<file path="config.mk">
export PLATFORM = sky130hd
export DESIGN_NAME = mc_controller
export DESIGN_NICKNAME = d
export VERILOG_FILES = /design/src/rtl/mc_ctrl_pkg.sv /design/src/rtl/mc_controller_alu_dec.sv /design/src/rtl/mc_controller.sv
export SDC_FILE = /design/constraint.sdc
export NUM_CORES = 1
export LEC_CHECK = 0
export CAP_MARGIN = 20
export CORE_MARGIN = 3
export CORE_UTILIZATION = 40
export CTS_CLUSTER_DIAMETER = 200
export DETAILED_ROUTE_END_ITERATION = 8
export PLACE_DENSITY_LB_ADDON = 0.05
export SYNTH_ARGS = -nofsm -noshare
export SYNTH_HDL_FRONTEND = slang
export SYNTH_HIERARCHICAL = 1
export SYNTH_SLANG_ARGS = --single-unit
export TNS_END_PERCENT = 20
</file>
<file path="constraint.sdc">
create_clock -name clk -period 3 [get_ports clk]
set_input_delay 0.6 -clock clk [delete_from_list [all_inputs] [get_ports clk]]
set_output_delay 0.6 -clock clk [all_outputs]
set_load 0.005 [all_outputs]
</file>
<file path="src/rtl/mc_ctrl_pkg.sv">
//------------------------------------------------------------------------------
// Module      : mc_ctrl_pkg
// Description : Shared state, ALU-operation and opcode encodings for the
//               multicycle controller.
// Revision    : 1.0 - initial release
//------------------------------------------------------------------------------
`default_nettype none

package mc_ctrl_pkg;

    typedef enum logic [3:0] {
        FETCH    = 4'd0,
        DECODE   = 4'd1,
        MEMADR   = 4'd2,
        MEMREAD  = 4'd3,
        MEMWB    = 4'd4,
        MEMWRITE = 4'd5,
        EXECR    = 4'd6,
        EXECI    = 4'd7,
        ALUWB    = 4'd8,
        BRANCH   = 4'd9,
        JAL      = 4'd10,
        TRAP     = 4'd11
    } state_t;

    // Base operations fit in 3 bits; the extended set needs the fourth bit.
    localparam logic [3:0] ALU_ADD  = 4'd0;
    localparam logic [3:0] ALU_SUB  = 4'd1;
    localparam logic [3:0] ALU_AND  = 4'd2;
    localparam logic [3:0] ALU_OR   = 4'd3;
    localparam logic [3:0] ALU_XOR  = 4'd4;
    localparam logic [3:0] ALU_SLT  = 4'd5;
    localparam logic [3:0] ALU_SLTU = 4'd6;
    localparam logic [3:0] ALU_SLL  = 4'd7;
    localparam logic [3:0] ALU_SRL  = 4'd8;
    localparam logic [3:0] ALU_SRA  = 4'd9;

    localparam logic [6:0] OP_LOAD   = 7'b0000011;
    localparam logic [6:0] OP_STORE  = 7'b0100011;
    localparam logic [6:0] OP_RTYPE  = 7'b0110011;
    localparam logic [6:0] OP_ITYPE  = 7'b0010011;
    localparam logic [6:0] OP_BRANCH = 7'b1100011;
    localparam logic [6:0] OP_JAL    = 7'b1101111;

endpackage

`default_nettype wire

</file>
<file path="src/rtl/mc_controller_alu_dec.sv">
//------------------------------------------------------------------------------
// Module      : alu_dec_p
// Description : funct3/funct7 decode to an ALU operation, width-parameterised.
// Revision    : 1.0 - initial release
//------------------------------------------------------------------------------
`default_nettype none

module alu_dec_p
    import mc_ctrl_pkg::*;
#(
    parameter int ALU_CTRL_W = 3
) (
    input  logic                  i_op5,
    input  logic [2:0]            i_funct3,
    input  logic                  i_funct7b5,
    output logic [ALU_CTRL_W-1:0] o_alu_control
);

    localparam bit C_EXT = (ALU_CTRL_W >= 4);

    logic [3:0] w_op;

    always_comb begin
        w_op = ALU_ADD;
        case (i_funct3)
            3'b000: w_op = (i_op5 && i_funct7b5) ? ALU_SUB : ALU_ADD;
            3'b010: w_op = ALU_SLT;
            3'b110: w_op = ALU_OR;
            3'b111: w_op = ALU_AND;
            3'b001: if (C_EXT) w_op = ALU_SLL;
            3'b011: if (C_EXT) w_op = ALU_SLTU;
            3'b100: if (C_EXT) w_op = ALU_XOR;
            3'b101: if (C_EXT) w_op = i_funct7b5 ? ALU_SRA : ALU_SRL;
            default: w_op = ALU_ADD;
        endcase
    end

    assign o_alu_control = ALU_CTRL_W'(w_op);

endmodule

`default_nettype wire

</file>
<file path="src/rtl/mc_controller.sv">
//------------------------------------------------------------------------------
// Module      : mc_controller
// Description : Moore FSM control unit for a multicycle RISC-V style datapath.
// Revision    : 1.0 - initial release
//------------------------------------------------------------------------------
`default_nettype none

module mc_controller
    import mc_ctrl_pkg::*;
#(
    parameter int ALU_CTRL_W  = 3,
    parameter bit MEM_WAIT_EN = 1'b1,
    parameter bit BRANCH_FULL = 1'b1
) (
    input  logic                  clk,
    input  logic                  rst_n,
    input  logic [6:0]            op,
    input  logic [2:0]            funct3,
    input  logic                  funct7b5,
    input  logic                  zero,
    input  logic                  lt,
    input  logic                  ltu,
    input  logic                  mem_ready,
    output logic                  pc_write,
    output logic                  ir_write,
    output logic                  adr_src,
    output logic                  mem_read,
    output logic                  mem_write,
    output logic                  reg_write,
    output logic [1:0]            result_src,
    output logic [1:0]            alu_src_a,
    output logic [1:0]            alu_src_b,
    output logic [1:0]            imm_src,
    output logic [ALU_CTRL_W-1:0] alu_control,
    output logic                  illegal_instr
);

    state_t                  r_state;
    state_t                  w_next;
    logic                    w_mem_ready;
    logic                    w_cond;
    logic                    w_taken;
    logic [ALU_CTRL_W-1:0]   w_dec_ctrl;

    assign w_mem_ready = MEM_WAIT_EN ? mem_ready : 1'b1;

    alu_dec_p #(
        .ALU_CTRL_W (ALU_CTRL_W)
    ) u_alu_dec (
        .i_op5         (op[5]),
        .i_funct3      (funct3),
        .i_funct7b5    (funct7b5),
        .o_alu_control (w_dec_ctrl)
    );

    // funct3[0] inverts the sense; funct3[2:1] selects the flag.
    always_comb begin
        w_cond = 1'b0;
        case (funct3[2:1])
            2'b00:   w_cond = zero;
            2'b10:   w_cond = lt;
            2'b11:   w_cond = ltu;
            default: w_cond = 1'b0;
        endcase
        if (funct3[2:1] == 2'b01)
            w_taken = 1'b0;
        else if (funct3 == 3'b000 || BRANCH_FULL)
            w_taken = w_cond ^ funct3[0];
        else
            w_taken = 1'b0;
    end

    always_comb begin
        case (op)
            OP_STORE:  imm_src = 2'b01;
            OP_BRANCH: imm_src = 2'b10;
            OP_JAL:    imm_src = 2'b11;
            default:   imm_src = 2'b00;
        endcase
    end

    always_ff @(posedge clk or negedge rst_n) begin
        if (!rst_n)
            r_state <= FETCH;
        else
            r_state <= w_next;
    end

    always_comb begin
        w_next        = r_state;
        pc_write      = 1'b0;
        ir_write      = 1'b0;
        adr_src       = 1'b0;
        mem_read      = 1'b0;
        mem_write     = 1'b0;
        reg_write     = 1'b0;
        result_src    = 2'b00;
        alu_src_a     = 2'b00;
        alu_src_b     = 2'b00;
        illegal_instr = 1'b0;
        alu_control   = ALU_CTRL_W'(ALU_ADD);
        case (r_state)
            FETCH: begin
                mem_read   = 1'b1;
                alu_src_b  = 2'b10;
                result_src = 2'b10;
                ir_write   = w_mem_ready;
                pc_write   = w_mem_ready;
                if (w_mem_ready) w_next = DECODE;
            end
            DECODE: begin
                alu_src_a = 2'b01;
                alu_src_b = 2'b01;
                case (op)
                    OP_LOAD, OP_STORE: w_next = MEMADR;
                    OP_RTYPE:          w_next = EXECR;
                    OP_ITYPE:          w_next = EXECI;
                    OP_BRANCH:         w_next = BRANCH;
                    OP_JAL:            w_next = JAL;
                    default:           w_next = TRAP;
                endcase
            end
            MEMADR: begin
                alu_src_a = 2'b10;
                alu_src_b = 2'b01;
                w_next    = op[5] ? MEMWRITE : MEMREAD;
            end
            MEMREAD: begin
                adr_src  = 1'b1;
                mem_read = 1'b1;
                if (w_mem_ready) w_next = MEMWB;
            end
            MEMWB: begin
                result_src = 2'b01;
                reg_write  = 1'b1;
                w_next     = FETCH;
            end
            MEMWRITE: begin
                adr_src   = 1'b1;
                mem_write = 1'b1;
                if (w_mem_ready) w_next = FETCH;
            end
            EXECR: begin
                alu_src_a   = 2'b10;
                alu_control = w_dec_ctrl;
                w_next      = ALUWB;
            end
            EXECI: begin
                alu_src_a   = 2'b10;
                alu_src_b   = 2'b01;
                alu_control = w_dec_ctrl;
                w_next      = ALUWB;
            end
            ALUWB: begin
                reg_write = 1'b1;
                w_next    = FETCH;
            end
            BRANCH: begin
                alu_src_a   = 2'b10;
                alu_control = ALU_CTRL_W'(ALU_SUB);
                pc_write    = w_taken;
                w_next      = FETCH;
            end
            JAL: begin
                alu_src_a = 2'b01;
                alu_src_b = 2'b10;
                pc_write  = 1'b1;
                w_next    = ALUWB;
            end
            TRAP: begin
                illegal_instr = 1'b1;
                w_next        = FETCH;
            end
            default: w_next = FETCH;
        endcase
    end

endmodule

`default_nettype wire

</file>
==> metrics.md, run 1 <==
| Metric | Value |
|---|---|
| Status | completed |
| #FFs+latches synth | 4 |
| Crit-path cells | clkdlybuf4s50_1 > nand4b_1 > or2_2 > nor2_1 > clkdlybuf4s50_1 |
| EDFF count, synth | 0 |
| Syn_nets | 109 |
| Core Footprint | 1350 µm² |
| Buf+Inv Stages, Crit Path | 2 |
| Worst path depth | 5 |
| Synth Instances | 92 |
| Final Hold Fails | 0 |
| Yosys warnings | 6 |
| Chip height | 44.79 µm |
| CTS max path bufs | 2 |
| Setup TNS | 0 ps |
| Layout cells sized above 1 | under 10% |
| Setup crit end kind | primary output |
| Clk root buf | clkbuf_4 |
| Setup-failing EPs final | 0 |
| First-pass GRT wire length | 2960 µm |
| Avg Vias per Cell | 5.631 |
| Total number of vias | 794 |
| Sequential area share after synthesis | 16.63% |
| Post-synth top cells | nor2_1, a21oi_1, nand2_1 |
| Hold Path Class | in2async |
| Largest register FFs | 4 |
| Post-route DRC violation count | 0 |
| Largest net degree at the start of global routing | 20 |
| Post-synth top flop | dfrtp_1 |
| Worst Skew | 3.046 ps |
| Leading registers by flop count | r_state: 4 flops |
| CP max FO | 5 |
| I/O Buffers | 34 |
| Site Rows | 13 |
| Max IR drop VDD | roughly 0.32 mV |
| Crit-path slowest cell | clkdlybuf4s50_1 |
| Clk slew on worst S/H paths | 40 ps |
| Highest Signal Layer | met4 |
| Power density cells | between 700 and 800 nW/µm² |
| Relative slew slack | 64.14% |
| Fin crit period | between 2000 and 3000 ps |
| IO Pins | 35 |
| Post-CTS Setup Bufs | 0 |
| Max_cap viols | 0 |
| Die width | ~45 µm |
| Fmax | 0.3563 GHz |
| Most used cell along the critical path | clkdlybuf4s50_1 |
| Antenna violation net count after detailed routing | 0 |
| Syn Std Cell Area | 601.8 µm² |
| Family with the most delay on the worst path | buffers and inverters |
| HPWL after detailed placement | 1307 µm |
| Yosys top cell area share | between 10% and 20% |
| WL/cell | 12.13 µm |
| Pre-Repair DR Iteration Count | 4 |
| Remaining global-route overflow | 0 |
| Cell accounting for the most synthesized area | dfrtp_1 |
| Num CTS Buffers | 3 |
| CTS H-Tree Depth | 1 |
| Unrepaired setup endpoints after global routing | false |
| Pins Over Slew Limit | 0 |
| Final net count | 145 |
| Met2 wire length | 835 µm |
| Ys async rst share | 100.0% |
| Post-route clock period utilization | 93.55% |
| Total GRT Usage | 19.82% |
| Layout Area Growth over Synthesis | 61.95% |
| CP max stage delay | 550 ps |
| Avg Cell Area, Syn | ~6.5 µm² |
| Antenna violations before repair | 0 |
| Worst slew pin tran | approximately 540 ps |
| Die area | 2006 µm² |
| WL met1 | 698 µm |
| Vias in the first global route | 735 |
| R2R depth | 4 |
| Worst Path Arrival | 2210 ps |
| Critical path class | in2out |
| Initial core utilization | 44.58% |
| TritonCTS Sinks | 4 |
| CTS tree | done |
| Final total power | 762.3 µW |
| Final wirelength | 1711 µm |
| Clock Latency Late Sink | 240 ps |
| Critical path launch point type | input pin |
| Worst path required time | approximately 2400 ps |
| GPL Wtd Cong | 0.8160 |
| Routed wl met3 | 130 µm |
| Number of diodes | 0 |
| Most frequent cell after synthesis | nor2_1 |
| Cell variety after synth | 34 |
| Top cells by area, synth | dfrtp_1, a21oi_1, nor2_1, nor3_1, xor2_1 |
| Most flop-heavy register | r_state |
| Leak | 0.0003795 µW |
| Initial DRC count | 7 |
==> repair_timing <==
item | 4_1_cts | 5_1_grt
endpoints found under the setup margin | 1 | 0
hold endpoints to repair | 0 | 0
resized for setup | 1 | 0
hold buffers | 0 | 0
==> final cells by class <==
type,instances,area [µm²]
Sequential cell,4,100.1
Inverter,4,15.01
Fill cell,135,375.4
Multi-Input combinational cell,78,456.7
Clock buffer,3,22.52
Tap cell,15,18.77
Timing Repair Buffer,37,361.6
==> per-layer routing <==
metal  up-vias  GRT usage, %
li1        396             -
met1       350         22.41
met2        41         33.81
met3         7         3.984
met4         0         12.28
met5         -             0
==> kinds of logic after synthesis <==
logic type / share of synthesized area [%]
flops: 16.63
simple gates: 38.46
buf+inv: 7.482
compound gates: 27.03
xor+xnor: 8.732
mux: 1.663
==> cell usage in the layout, fill, tap and decap left out, types with 2 or more instances in the layout <==
master	count
a21oi_1	9
and3_1	2
buf_4	3
clkbuf_4	3
clkdlybuf4s50_1	33
dfrtp_1	4
inv_1	4
nand2_1	9
nand2b_1	4
nand3_1	3
nor2_1	11
nor3_1	7
o21ai_0	5
o31ai_1	2
or3_1	2
xnor2_1	2
xor2_1	4
==> metrics by stage <==
step	util [%]	instance area, µm²	setup slack, ps	cells	hold WS (ps)
finish	72.20	974.7	193.5	141	576.0
global route	72.20	974.7	91.91	141	581.8
CTS	72.20	974.7	186.1	141	572.5
detailed placement	70.62	953.4	-18.75	138	734.3
global placement	70.62	953.4	2.575	138	735.7
floorplan	-	601.8	1034	92	304.4
==> report_power, final <==
part | internal [µW] | switching (µW) | total [µW]
registers | 77.4 | 78.3 | 156
logic | 308 | 230 | 538
clock network | 44.9 | 23.5 | 68.4
==> worst register-to-register path: cells and delay by family (launching register included) <==
family	cells	cell delay, ps
AND/OR/NAND/NOR	1	260
buffers and inverters	1	200
AO/OA/AOI/OAI	2	220
flip-flops	1	670
==> worst paths after layout <==
kind,startpoint,endpoint,slack [ps]
setup / recovery,op[5],imm_src[1],190
hold / removal,rst_n,r_state[0],580
setup reg to reg,r_state[2],r_state[2],1570
hold reg to reg,r_state[1],r_state[1],740
max in group asynchronous,rst_n,r_state[3],2240
min in group clk,r_state[1],r_state[1],740
Power figures use the tool's default switching activity.
==> run 2: changes to the inputs <==
--- a/config.mk
+++ b/config.mk
@@ -10,7 +10,9 @@
 export CORE_UTILIZATION = 40
 export CTS_CLUSTER_DIAMETER = 200
 export DETAILED_ROUTE_END_ITERATION = 8
+export HOLD_SLACK_MARGIN = 0.02
 export PLACE_DENSITY_LB_ADDON = 0.05
+export SKIP_LAST_GASP = 1
 export SYNTH_ARGS = -nofsm -noshare
 export SYNTH_HDL_FRONTEND = slang
 export SYNTH_HIERARCHICAL = 1
==> results of run 2 <==
No change in the layout: final DEF, timing and power equal those of run 1.
==> run 3: changes to the inputs <==
--- a/config.mk
+++ b/config.mk
@@ -6,7 +6,6 @@
 export NUM_CORES = 1
 export LEC_CHECK = 0
 export CAP_MARGIN = 20
-export CORE_MARGIN = 3
 export CORE_UTILIZATION = 40
 export CTS_CLUSTER_DIAMETER = 200
 export DETAILED_ROUTE_END_ITERATION = 8
==> constraint.sdc (replaced) <==
create_clock -name clk -period 3.6 [get_ports clk]
set_input_delay 0.72 -clock clk [delete_from_list [all_inputs] [get_ports clk]]
set_output_delay 0.72 -clock clk [all_outputs]
set_load 0.005 [all_outputs]
==> run 3 against run 2 <==
Compared with the run above: core utilization is 0.46 points lower; die area is 17% lower; sequential power is 15% lower; hold slack better by 93 ps; flip-flop and latch count stayed put; non-clock buffer count is 1 lower; final area is 0.64% lower; clock skew is 2.5 ps lower; clock-buffer cell count stayed put; cell count is 0.71% lower; sequential share of layout area is 0.066 points higher.
==> metrics.md, run 3 (synthesized netlist as in run 1, its figures left out) <==
| Metric | Value |
|---|---|
| Cells after DPL | 137 (-0.72%) |
| Antenna violations before repair | 0 (unchanged) |
| HPWL after detailed placement | 1197 µm (-8.4%) |
| Vias in the first global route | 549 (-25%) |
| Worst path required time | 2880 ps (+480 ps) |
| Setup TNS | 0 ps (unchanged) |
| Final total power | 643.1 µW (-16%) |
| Max IR drop VDD | 0.3061 mV (-3.2%) |
| Setup crit end kind | primary output |
| Hold Path Class | in2async |
| Die area | 1664 µm² (-17%) |
| Site Rows | 13 (unchanged) |
| Fmax | 0.2998 GHz |
| Final net count | 144 (-0.69%) |
| Core Footprint | 1350 µm² (unchanged) |
| Status | completed |
| Leading registers by flop count | r_state: 4 flops |
| # fillers | 127 (-5.9%) |
| Pins Over Slew Limit | 0 (unchanged) |
| Most common cell after layout, fill and taps aside | clkdlybuf4s50_1 |
| Post-CTS Setup Bufs | 0 (unchanged) |
| Unrepaired setup endpoints after global routing | false |
| Commonest non-fill, non-tap cells in the layout | clkdlybuf4s50_1, nor2_1, nand2_1, a21oi_1, nor3_1 |
| CTS H-Tree Depth | 1 (unchanged) |
| Largest register FFs | 4 (unchanged) |
| IO Pins | 35 (unchanged) |
| Clk root buf | clkbuf_4 |
| Clk slew on worst S/H paths | 40 ps (about the same) |
| Pre-Repair DR Iteration Count | 4 (unchanged) |
| Largest net degree at the start of global routing | 20 (unchanged) |
| Num CTS Buffers | 3 (unchanged) |
| Clock Latency Late Sink | 250 ps (about the same) |
| CTS tree | done |
| Critical path class | in2out |
| Max_cap viols | 0 (unchanged) |
| Post-CTS resize count | 0 (-1) |
| Most flop-heavy register | r_state |
| Initial DRC count | 15 (+8) |
| Worst slew pin tran | 552.9 ps (+14.95 ps) |
| Worst Skew | 0.5295 ps (-2.516 ps) |
| CTS max path bufs | 2 (unchanged) |
| Setup-failing EPs final | 0 (unchanged) |
| Final Hold Fails | 0 (unchanged) |
| Die width | 40.79 µm (-8.9%) |
| Layout Area Growth over Synthesis | 60.91% |
| Relative slew slack | 63.14% (-1.0 points) |
| Total GRT Usage | 20.63% (+0.81 points) |
| Initial core utilization | 44.58% (unchanged) |
| Final cell count without fillers | 140 (-0.71%) |
| Hold_buf cts | 0 (unchanged) |
| Antenna violation net count after detailed routing | 0 (unchanged) |
| Post-route DRC violation count | 0 (unchanged) |
| Leak | 0.0003710 µW (-2.3%) |
| Total number of vias | 769 (-3.1%) |
| Critical path launch point type | input pin |
| Avg Vias per Cell | 5.493 (-2.5%) |
| Number of diodes | 0 (unchanged) |
| GPL Wtd Cong | 0.8218 (+0.71%) |
| Remaining global-route overflow | 0 (unchanged) |
| Fin crit period | 3335 ps |
| TritonCTS Sinks | 4 (unchanged) |
| Layout cells sized above 1 | 7.200% (-0.74 points) |
| Worst Path Arrival | 2620 ps (+410 ps) |
| Chip height | 40.79 µm (-8.9%) |
| WL/cell | 11.69 µm (-3.7%) |
| Final wirelength | 1636 µm (-4.4%) |
| Power density cells | 664.1 nW/µm² (-15%) |
| Post-route clock period utilization | approximately 93% |
| CP max FO | 5 (unchanged) |
| I/O Buffers | 34 (unchanged) |
| First-pass GRT wire length | 2242 µm (-24%) |
## run 3: worst paths after layout
path	slack, ps	to	cells past startpoint	start
hold reg to reg	760	r_state[1]	3	r_state[1]
max in group asynchronous	2770	r_state[3]	1	rst_n
setup / recovery	260	pc_write	6	funct3[2]
hold / removal	670	r_state[2]	1	rst_n
min in group clk	760	r_state[1]	3	r_state[1]
setup reg to reg	2160	r_state[2]	4	r_state[2]
## run 3: critical path, stage by stage
cell and delay (ps):
clkdlybuf4s50_1 560, mux2i_1 230, xor2_1 80, or3_1 320
a211oi_2 170, clkdlybuf4s50_1 520
## run 3: power breakdown
group	switching (µW)	leakage (µW)	total, µW	internal (µW)
registers	67.8	0.0000513	132	64.4
logic	191	0.000306	451	260
clock network	22.6	0.0000138	60.2	37.6
## run 3: final cells by class
cell class | instances | area [µm²] | area share (%)
inverter | 4 | 15.01 | 1.550
clock buffer | 3 | 22.52 | 2.326
multi-input combinational | 78 | 456.7 | 47.16
timing repair buffer | 36 | 355.3 | 36.69
tap | 15 | 18.77 | 1.938
sequential | 4 | 100.1 | 10.34
## run 3: routing by layer
metal,wire [µm],track usage [%],vias to the layer above
li1,-,-,394
met1,773,24.35,343
met2,754,35.55,30
met3,92,4.891,2
met4,15,7.500,0
met5,0,0,-
## run 3: per-stage QoR
stage	hold WS, ps	utilization (%)	cell area, µm²	worst slack, ps
CTS	668.7	71.73	968.4	248.0
global placement	742.9	70.06	945.9	298.7
global route	685.0	71.73	968.4	170.9
detailed placement	750.6	70.06	945.9	241.9
floorplan	424.4	-	601.8	1394
finish	668.9	71.73	968.4	264.5
